File: config.mk
export PLATFORM = sky130hd
export DESIGN_NAME = fp_mult_iter_flat
export DESIGN_NICKNAME = d
export VERILOG_FILES = /design/src/rtl/fp_pkg.sv /design/src/rtl/fp_mult_iter_if.sv /design/src/rtl/fp_round_rne.sv /design/src/rtl/fp_mult_iter.sv /design/src/flat_wrapper.sv
export SDC_FILE = /design/constraint.sdc
export NUM_CORES = 1
export LEC_CHECK = 0
export BUFFER_PORTS_ARGS = -buffer_cell sky130_fd_sc_hd__buf_2
export CAP_MARGIN = 5
export CORE_MARGIN = 3
export CORE_UTILIZATION = 60
export DETAILED_ROUTE_END_ITERATION = 7
export GPL_TIMING_DRIVEN = 0
export PLACE_DENSITY_LB_ADDON = 0.25
export SYNTH_ARGS = -nofsm -noshare
export SYNTH_HDL_FRONTEND = slang
export SYNTH_SLANG_ARGS = --single-unit
File: constraint.sdc
create_clock -name clock -period 15.3 [get_ports clock]
set_input_delay 3.06 -clock clock [delete_from_list [all_inputs] [get_ports clock]]
set_output_delay 3.06 -clock clock [all_outputs]
set_load 0.01 [all_outputs]
File: src/rtl/fp_pkg.sv
// Shared floating-point package: FSM state encoding, special-operand classes,
// flag bit positions, exponent bias and canonical NaN helpers.
package fp_pkg;

   typedef enum logic [2:0] {IDLE, MUL, NORM, RND, OUT} state_t;

   // Operand class carried alongside the datapath; overrides the numeric result
   typedef enum logic [1:0] {SP_NONE, SP_ZERO, SP_INF, SP_NAN} special_t;

   localparam int FLG_INV = 3;
   localparam int FLG_OVF = 2;
   localparam int FLG_UNF = 1;
   localparam int FLG_NX  = 0;

   function automatic int unsigned bias(input int unsigned exp_w);
      return (32'd1 << (exp_w - 1)) - 32'd1;
   endfunction

   // {0, all-ones exponent, quiet bit set, rest zero}; caller truncates to width
   function automatic logic [63:0] canon_nan(input int unsigned exp_w, input int unsigned frac_w);
      return (((64'd1 << exp_w) - 64'd1) << frac_w) | (64'd1 << (frac_w - 1));
   endfunction

endpackage

File: src/rtl/fp_mult_iter_if.sv
// Operand/result handshake bundle for the iterative FP multiplier.
interface fp_mult_iter_if #(
   parameter int EXP_W  = 8,
   parameter int FRAC_W = 23
);
   localparam int W = 1 + EXP_W + FRAC_W;

   logic         in_valid;
   logic         in_ready;
   logic [W-1:0] a;
   logic [W-1:0] b;
   logic         out_valid;
   logic         out_ready;
   logic [W-1:0] result;
   logic [3:0]   flags;

   modport master (
      output in_valid, a, b, out_ready,
      input  in_ready, out_valid, result, flags
   );

   modport slave (
      input  in_valid, a, b, out_ready,
      output in_ready, out_valid, result, flags
   );

endinterface

File: src/rtl/fp_round_rne.sv
// Round-to-nearest-even of a normalised mantissa with guard/round/sticky,
// followed by exponent range check (saturate to Inf / flush to zero).
module fp_round_rne
   import fp_pkg::*;
#(
   parameter int EXP_W  = 8,
   parameter int FRAC_W = 23
) (
   input  logic                      [FRAC_W:0] mant,
   input  logic                                 g,
   input  logic                                 r,
   input  logic                                 s,
   input  logic signed               [EXP_W+1:0] exp_in,
   output logic                      [FRAC_W-1:0] frac_out,
   output logic                      [EXP_W-1:0] exp_out,
   output logic                                 ovf,
   output logic                                 unf,
   output logic                                 nx
);

   localparam int M  = FRAC_W + 1;
   localparam int EW = EXP_W + 2;
   localparam logic signed [EW-1:0] EXP_MAX = EW'((1 << EXP_W) - 1);

   logic          inc;
   logic [M:0]    sum;
   logic [M-1:0]  mant_r;
   logic signed [EW-1:0] exp_r;

   // Increment on guard when above half or tied with odd lsb; renormalise on carry-out
   always_comb begin
      inc    = g & (r | s | mant[0]);
      sum    = {1'b0, mant} + (M+1)'(inc);
      mant_r = sum[M-1:0];
      exp_r  = exp_in;
      if (sum[M]) begin
         mant_r = {1'b1, {(M-1){1'b0}}};
         exp_r  = exp_in + EW'(1);
      end
      ovf      = (exp_r >= EXP_MAX);
      unf      = exp_r[EW-1] || (exp_r == '0);
      nx       = g | r | s | ovf | unf;
      frac_out = mant_r[FRAC_W-1:0];
      exp_out  = exp_r[EXP_W-1:0];
   end

endmodule

File: src/rtl/fp_mult_iter.sv
// Iterative floating-point multiplier: shift-add mantissa product, normalise,
// RNE rounding, valid/ready on both sides, fixed latency FRAC_W+4.
// Optional macro FP_MULT_SPECIALS_EN enables Inf/NaN decoding of all-ones exponents.
module fp_mult_iter
   import fp_pkg::*;
#(
   parameter int EXP_W  = 8,
   parameter int FRAC_W = 23
) (
   input logic         clock,
   input logic         reset,
   fp_mult_iter_if.slave bus
);

   localparam int W     = 1 + EXP_W + FRAC_W;
   localparam int M     = FRAC_W + 1;
   localparam int P     = 2 * M;
   localparam int EW    = EXP_W + 2;
   localparam int CNT_W = $clog2(M + 1);
   localparam int unsigned BIAS = bias(EXP_W);

   state_t state, next_state;

   logic [EXP_W-1:0]  a_exp, b_exp;
   logic [FRAC_W-1:0] a_frac, b_frac;
   special_t          sp_in;

   logic                 sign_q;
   logic signed [EW-1:0] exp_q;
   special_t             sp_q;
   logic [P-1:0]         acc;
   logic [P-1:0]         mcand;
   logic [M-1:0]         mplier;
   logic [CNT_W-1:0]     cnt;
   logic [M-1:0]         mant_n;
   logic                 g_n, r_n, s_n;
   logic [W-1:0]         result_q;
   logic [3:0]           flags_q;

   logic [FRAC_W-1:0] rnd_frac;
   logic [EXP_W-1:0]  rnd_exp;
   logic              rnd_ovf, rnd_unf, rnd_nx;
   logic [W-1:0]      pack_result;
   logic [3:0]        pack_flags;
   logic              in_ready_c, out_valid_c;

   assign a_exp  = bus.a[W-2 -: EXP_W];
   assign b_exp  = bus.b[W-2 -: EXP_W];
   assign a_frac = bus.a[FRAC_W-1:0];
   assign b_frac = bus.b[FRAC_W-1:0];

   assign bus.in_ready  = in_ready_c;
   assign bus.out_valid = out_valid_c;
   assign bus.result    = result_q;
   assign bus.flags     = flags_q;

`ifdef FP_MULT_SPECIALS_EN
   logic a_zero, b_zero, a_inf, b_inf, a_nan, b_nan;

   // Classify operands: NaN and Inf*0 dominate, then Inf, then zero
   always_comb begin
      a_zero = (a_exp == '0);
      b_zero = (b_exp == '0);
      a_inf  = (a_exp == '1) && (a_frac == '0);
      b_inf  = (b_exp == '1) && (b_frac == '0);
      a_nan  = (a_exp == '1) && (a_frac != '0);
      b_nan  = (b_exp == '1) && (b_frac != '0);
      sp_in  = SP_NONE;
      if (a_nan || b_nan || (a_inf && b_zero) || (b_inf && a_zero))
         sp_in = SP_NAN;
      else if (a_inf || b_inf)
         sp_in = SP_INF;
      else if (a_zero || b_zero)
         sp_in = SP_ZERO;
   end
`else
   // Zero exponent flushes the operand to zero; all other encodings are finite
   always_comb begin
      sp_in = SP_NONE;
      if ((a_exp == '0) || (b_exp == '0))
         sp_in = SP_ZERO;
   end
`endif

   // State register
   always_ff @(posedge clock or posedge reset) begin
      if (reset) state <= IDLE;
      else       state <= next_state;
   end

   // Next-state and handshake outputs; MUL holds one extra cycle once the count drains
   always_comb begin
      next_state  = state;
      in_ready_c  = 1'b0;
      out_valid_c = 1'b0;
      case (state)
         IDLE: begin
            in_ready_c = 1'b1;
            if (bus.in_valid) next_state = MUL;
         end
         MUL:  if (cnt == '0) next_state = NORM;
         NORM: next_state = RND;
         RND:  next_state = OUT;
         OUT: begin
            out_valid_c = 1'b1;
            if (bus.out_ready) next_state = IDLE;
         end
         default: next_state = IDLE;
      endcase
   end

   // Datapath: capture, shift-add iterations, normalisation, result register
   always_ff @(posedge clock or posedge reset) begin
      if (reset) begin
         sign_q   <= 1'b0;
         exp_q    <= '0;
         sp_q     <= SP_NONE;
         acc      <= '0;
         mcand    <= '0;
         mplier   <= '0;
         cnt      <= '0;
         mant_n   <= '0;
         g_n      <= 1'b0;
         r_n      <= 1'b0;
         s_n      <= 1'b0;
         result_q <= '0;
         flags_q  <= '0;
      end else begin
         case (state)
            IDLE: if (bus.in_valid) begin
               sign_q <= bus.a[W-1] ^ bus.b[W-1];
               exp_q  <= EW'(a_exp) + EW'(b_exp) - EW'(BIAS);
               sp_q   <= sp_in;
               acc    <= '0;
               mcand  <= P'({1'b1, a_frac});
               mplier <= {1'b1, b_frac};
               cnt    <= CNT_W'(M);
            end
            MUL: if (cnt != '0) begin
               if (mplier[0]) acc <= acc + mcand;
               mplier <= mplier >> 1;
               mcand  <= mcand << 1;
               cnt    <= cnt - CNT_W'(1);
            end
            NORM: begin
               if (acc[P-1]) begin
                  mant_n <= acc[P-1 -: M];
                  g_n    <= acc[M-1];
                  r_n    <= acc[M-2];
                  s_n    <= |acc[M-3:0];
                  exp_q  <= exp_q + EW'(1);
               end else begin
                  mant_n <= acc[P-2 -: M];
                  g_n    <= acc[M-2];
                  r_n    <= acc[M-3];
                  s_n    <= |acc[M-4:0];
               end
            end
            RND: begin
               result_q <= pack_result;
               flags_q  <= pack_flags;
            end
            default: ;
         endcase
      end
   end

   fp_round_rne #(
      .EXP_W  (EXP_W),
      .FRAC_W (FRAC_W)
   ) u_round (
      .mant     (mant_n),
      .g        (g_n),
      .r        (r_n),
      .s        (s_n),
      .exp_in   (exp_q),
      .frac_out (rnd_frac),
      .exp_out  (rnd_exp),
      .ovf      (rnd_ovf),
      .unf      (rnd_unf),
      .nx       (rnd_nx)
   );

   // Final encoding: special classes override the rounded numeric result
   always_comb begin
      pack_result          = {sign_q, rnd_exp, rnd_frac};
      pack_flags           = '0;
      pack_flags[FLG_NX]   = rnd_nx;
      if (rnd_ovf) begin
         pack_result         = {sign_q, {EXP_W{1'b1}}, {FRAC_W{1'b0}}};
         pack_flags[FLG_OVF] = 1'b1;
      end else if (rnd_unf) begin
         pack_result         = {sign_q, {(W-1){1'b0}}};
         pack_flags[FLG_UNF] = 1'b1;
      end
      case (sp_q)
         SP_ZERO: begin
            pack_result = {sign_q, {(W-1){1'b0}}};
            pack_flags  = '0;
         end
         SP_INF: begin
            pack_result = {sign_q, {EXP_W{1'b1}}, {FRAC_W{1'b0}}};
            pack_flags  = '0;
         end
         SP_NAN: begin
            pack_result         = W'(canon_nan(EXP_W, FRAC_W));
            pack_flags          = '0;
            pack_flags[FLG_INV] = 1'b1;
         end
         default: ;
      endcase
   end

endmodule

File: src/flat_wrapper.sv
// flat-port wrapper written by rule: the top's interface ports become plain ports
module fp_mult_iter_flat import fp_pkg::*;
#(
   parameter int EXP_W  = 8,
   parameter int FRAC_W = 23
)
  (clock, reset, bus_in_valid, bus_a, bus_b, bus_out_ready, bus_in_ready, bus_out_valid, bus_result, bus_flags);
  fp_mult_iter_if #(.EXP_W(EXP_W), .FRAC_W(FRAC_W)) bus_i ();
  input logic clock;
  input logic reset;
  input wire logic [$bits(bus_i.in_valid)-1:0] bus_in_valid;
  input wire logic [$bits(bus_i.a)-1:0] bus_a;
  input wire logic [$bits(bus_i.b)-1:0] bus_b;
  input wire logic [$bits(bus_i.out_ready)-1:0] bus_out_ready;
  output wire logic [$bits(bus_i.in_ready)-1:0] bus_in_ready;
  output wire logic [$bits(bus_i.out_valid)-1:0] bus_out_valid;
  output wire logic [$bits(bus_i.result)-1:0] bus_result;
  output wire logic [$bits(bus_i.flags)-1:0] bus_flags;
  assign bus_i.in_valid = bus_in_valid;
  assign bus_i.a = bus_a;
  assign bus_i.b = bus_b;
  assign bus_i.out_ready = bus_out_ready;
  assign bus_in_ready = bus_i.in_ready;
  assign bus_out_valid = bus_i.out_valid;
  assign bus_result = bus_i.result;
  assign bus_flags = bus_i.flags;
  fp_mult_iter #(.EXP_W(EXP_W), .FRAC_W(FRAC_W)) u_core (.clock(clock), .reset(reset), .bus(bus_i));
endmodule
==> flow_summary.ini <==
[status]
status = finished clean

[floorplanning]
rows = 51
boundaryPins = 106
start_util_pct = 61.7
coreArea_um2 = 19700
fp.dieH_um = 148
die_x_um = 148
die_area_um2 = 21900

[critical_path]
start_kind = input port
arrival_ns = 5.45
path_depth = 8
critPathMaxStageDelay_ns = 0.69
r2r_end = u_core.acc[44]
startpoint = bus_in_valid
endpoint = u_core.mcand[7]
ff2ff_path_depth = 13
crit_buf_inv = 4
critPathMaxFanout = 10
r2r_start = u_core.mcand[0]
critPathTopFamily = buffers and inverters
worstPathCellList = buf_2 > and2_1 > clkbuf_1 > nor2_1 > clkbuf_1 > clkbuf_1 > nand2_1 > o21ai_0
cpMaxStageDelayCell = nor2_1
endpoint_kind = flip-flop
reg2reg_setup_slack_ns = 11.56
cp.required_ns = 15.72
cpMostUsedCell = clkbuf_1
worst-setup-path-type = input port to flip-flop

[finish]
final_nets = 1591
area_delta_synth_final_pct = 13.2
layout-drive-gt1-share_pct = 12.3
fin_cells = 1738
regArea_um2 = 5050
fill_cells = 1603
multiInputGateArea_um2 = 6640
antenna_cells = 0

[timing]
setup_violations = 0
timing.final.crit_share_pct = 32.9
holdWs_ns = 0.467
period_needed_ns = 5.04
slew_headroom_pct = 46.4
fmax_mhz = 199
tns_ns = 0
setup_slack_ns = 10.26
skew_ns = 0.0121
drv_slew = 0
hold_viol = 0
tightestPinTransition_ns = 0.801
rsz0062_at_grt = no

[clock_tree]
root_buffer = clkbuf_16
path_clk_slew_ns = 0.06
worstSkewPairLatency_ns = 0.50
post_cts_buffers = 0
cts_tree = done
cts_resized = 0
htree_levels = 1
cts.path.max_buffers = 3
clock_sinks = 202
cts_made_buffers = 22
cts_hold_buf = 0

[detailed_routing]
postRouteAntennaNets = 0
wl_um = 28900
dr_total_vias = 10300
drtPass1Iterations = 5
drc = 0
drt-initial-drc-count = 461
via_per_inst = 5.91
routedWlPerCell_um = 16.6

[yosys]
synth_top_area_cell = dfrtp_1
syn_area_um2 = 12100
synthTopCellsByCount = dfrtp_1, nand2_1, o21ai_0, nand3_1, mux2i_1
synth_cells = 1332
synth_edf_count = 0
synth.distinct_cells = 66
synth_warnings = 0
synth_area_per_cell_um2 = 9.10
synth_most_common_cell = dfrtp_1
synth_seq_cells = 202
seq_area_frac_synth_pct = 41.7
syn_nets = 1462
async_flop_share_pct = 100
synth_area_leaders = dfrtp_1, o21ai_0, ha_1, mux2i_1, nand2_1
synth_top_area_share_pct = 41.7
synth-main-ff-cell = dfrtp_1

[power]
combPwrFrac_pct = 45.7
internal_power_w = 0.00149
swShare_pct = 42.8
p_seq_share_pct = 34.2
clock_power_share_pct = 20.1
switchingPower_w = 0.00112
power.leakage_nw = 6.27
powerDensity_nw_per_um2 = 190
vdd_drop_max_uv = 126

[grt]
grt_overflow = 0
grtUsageMet1_pct = 36.8
grt_use_met2_pct = 44.1
grt_use_total_pct = 26.4
top_usage_layer = met2
grt_pass1_wl_um = 48500
grt_max_degree = 121
antenna_found_initial = 0
grt_pass1_vias = 9887
gr-usage-met3_pct = 3.11

[placement]
hpwl_um = 21300
place_congestion = 0.902
place_ws_ns = 9.79
dpl.cell_count = 1702
port_buffers = 104

[job]
drv_cap = 0

[hold_path]
hold_start = u_core.bus.result[14]
hp-class = flip-flop to flip-flop
==> stage by stage <==
step | util, % | area, um^2 | total power [W]
after global routing | 69.8 | 13700 | 0.00281
final | 69.8 | 13700 | 0.00261
after CTS | 69.8 | 13700 | 0.00261
after global placement | 66.0 | 13000 | 0.00203
after detailed placement | 66.2 | 13000 | 0.00207
after floorplan | - | 12100 | 0.00174
==> power groups by stage <==
stage	Sequential, W	Clock (W)	Combinational [W]
after floorplan	0.000856	0	0.000880
after global placement	0.000886	0	0.00114
after detailed placement	0.000893	0	0.00118
after CTS	0.000888	0.000534	0.00119
after global routing	0.000916	0.000557	0.00134
final	0.000891	0.000525	0.00119
==> how the worst min path moves through the flow <==
stage | to | slack [ns] | cells past startpoint
final | u_core.bus.result[14] | 0.47 | 2
after global placement | u_core.bus.flags[2] | 0.45 | 2
after floorplan | u_core.mant_n[23] | 0.44 | 2
after detailed placement | u_core.bus.result[6] | 0.46 | 2
after global routing | u_core.bus.result[1] | 0.50 | 2
after CTS | u_core.bus.result[6] | 0.47 | 2
==> registers in the layout (all words and copies together) (netlist names) <==
register,count
u_core.acc,48
u_core.bus.flags,3
u_core.bus.result,32
u_core.cnt,5
u_core.exp_q,10
u_core.g_n,1
u_core.mant_n,24
u_core.mcand,48
u_core.mplier,24
u_core.r_n,1
u_core.s_n,1
u_core.sign_q,1
u_core.sp_q,1
u_core.state,3
==> tightest hold or removal path: stages, from the launching register on <==
cell	delay (ns)
dfrtp_1	0.33
nand2_1	0.06
o21ai_2	0.05
==> layout make-up <==
class	count	share of cell area [%]
clock buffers	32	4.66
clock inverters	4	0.510
repair buffers	105	3.99
multi-input cells	1022	48.3
inverters	33	0.957
flip-flops and latches	202	36.8
well taps	265	2.42
plain buffers	75	2.30
==> kinds of logic (layout without fill, tap and decap cells) <==
family	Yosys count	in the layout	synth area share, %
other	1	1	0.0309
adder cells (fa/ha/maj)	62	62	6.52
flip-flops	202	202	41.7
AO/OA/AOI/OAI	386	386	19.6
AND/OR/NAND/NOR	412	412	16.1
XOR/XNOR	88	88	6.36
buffers and inverters	108	249	3.62
multiplexers	73	73	6.04
==> routing by layer <==
metal / share of wire (%) / vias up
li1: - / 5044
met1: 45 / 4904
met2: 47 / 276
met3: 5.3 / 55
met4: 2.8 / 0
met5: 0 / -
==> placed cells by master (no fill, tap or decap), drive strengths merged, types with 4 or more instances in the layout <==
| cell type | Yosys | layout |
|---|---|---|
| a31oi | 11 | 11 |
| o211ai | 5 | 5 |
| nor3 | 17 | 17 |
| nor2 | 56 | 56 |
| nor3b | 4 | 4 |
| xor2 | 44 | 44 |
| or4 | 4 | 4 |
| buf | 17 | 122 |
| o21bai | 7 | 7 |
| nor2b | 7 | 7 |
| nand3 | 77 | 77 |
| nand2 | 179 | 179 |
| nand2b | 4 | 4 |
| and3 | 12 | 12 |
| a21oi | 67 | 67 |
| a21o | 23 | 23 |
| inv | 33 | 33 |
| nand4 | 16 | 16 |
| o21a | 4 | 4 |
| and2 | 6 | 6 |
| clkbuf | 58 | 90 |
| a22oi | 11 | 11 |
| nor4 | 14 | 14 |
| mux2i | 72 | 72 |
| o31ai | 8 | 8 |
| a211oi | 9 | 9 |
| ha | 60 | 60 |
| xnor2 | 44 | 44 |
| a22o | 28 | 28 |
| o21ai | 193 | 193 |
| or2 | 4 | 4 |
| dfrtp | 202 | 202 |
Note: power is estimated with default switching activity, not from simulation.
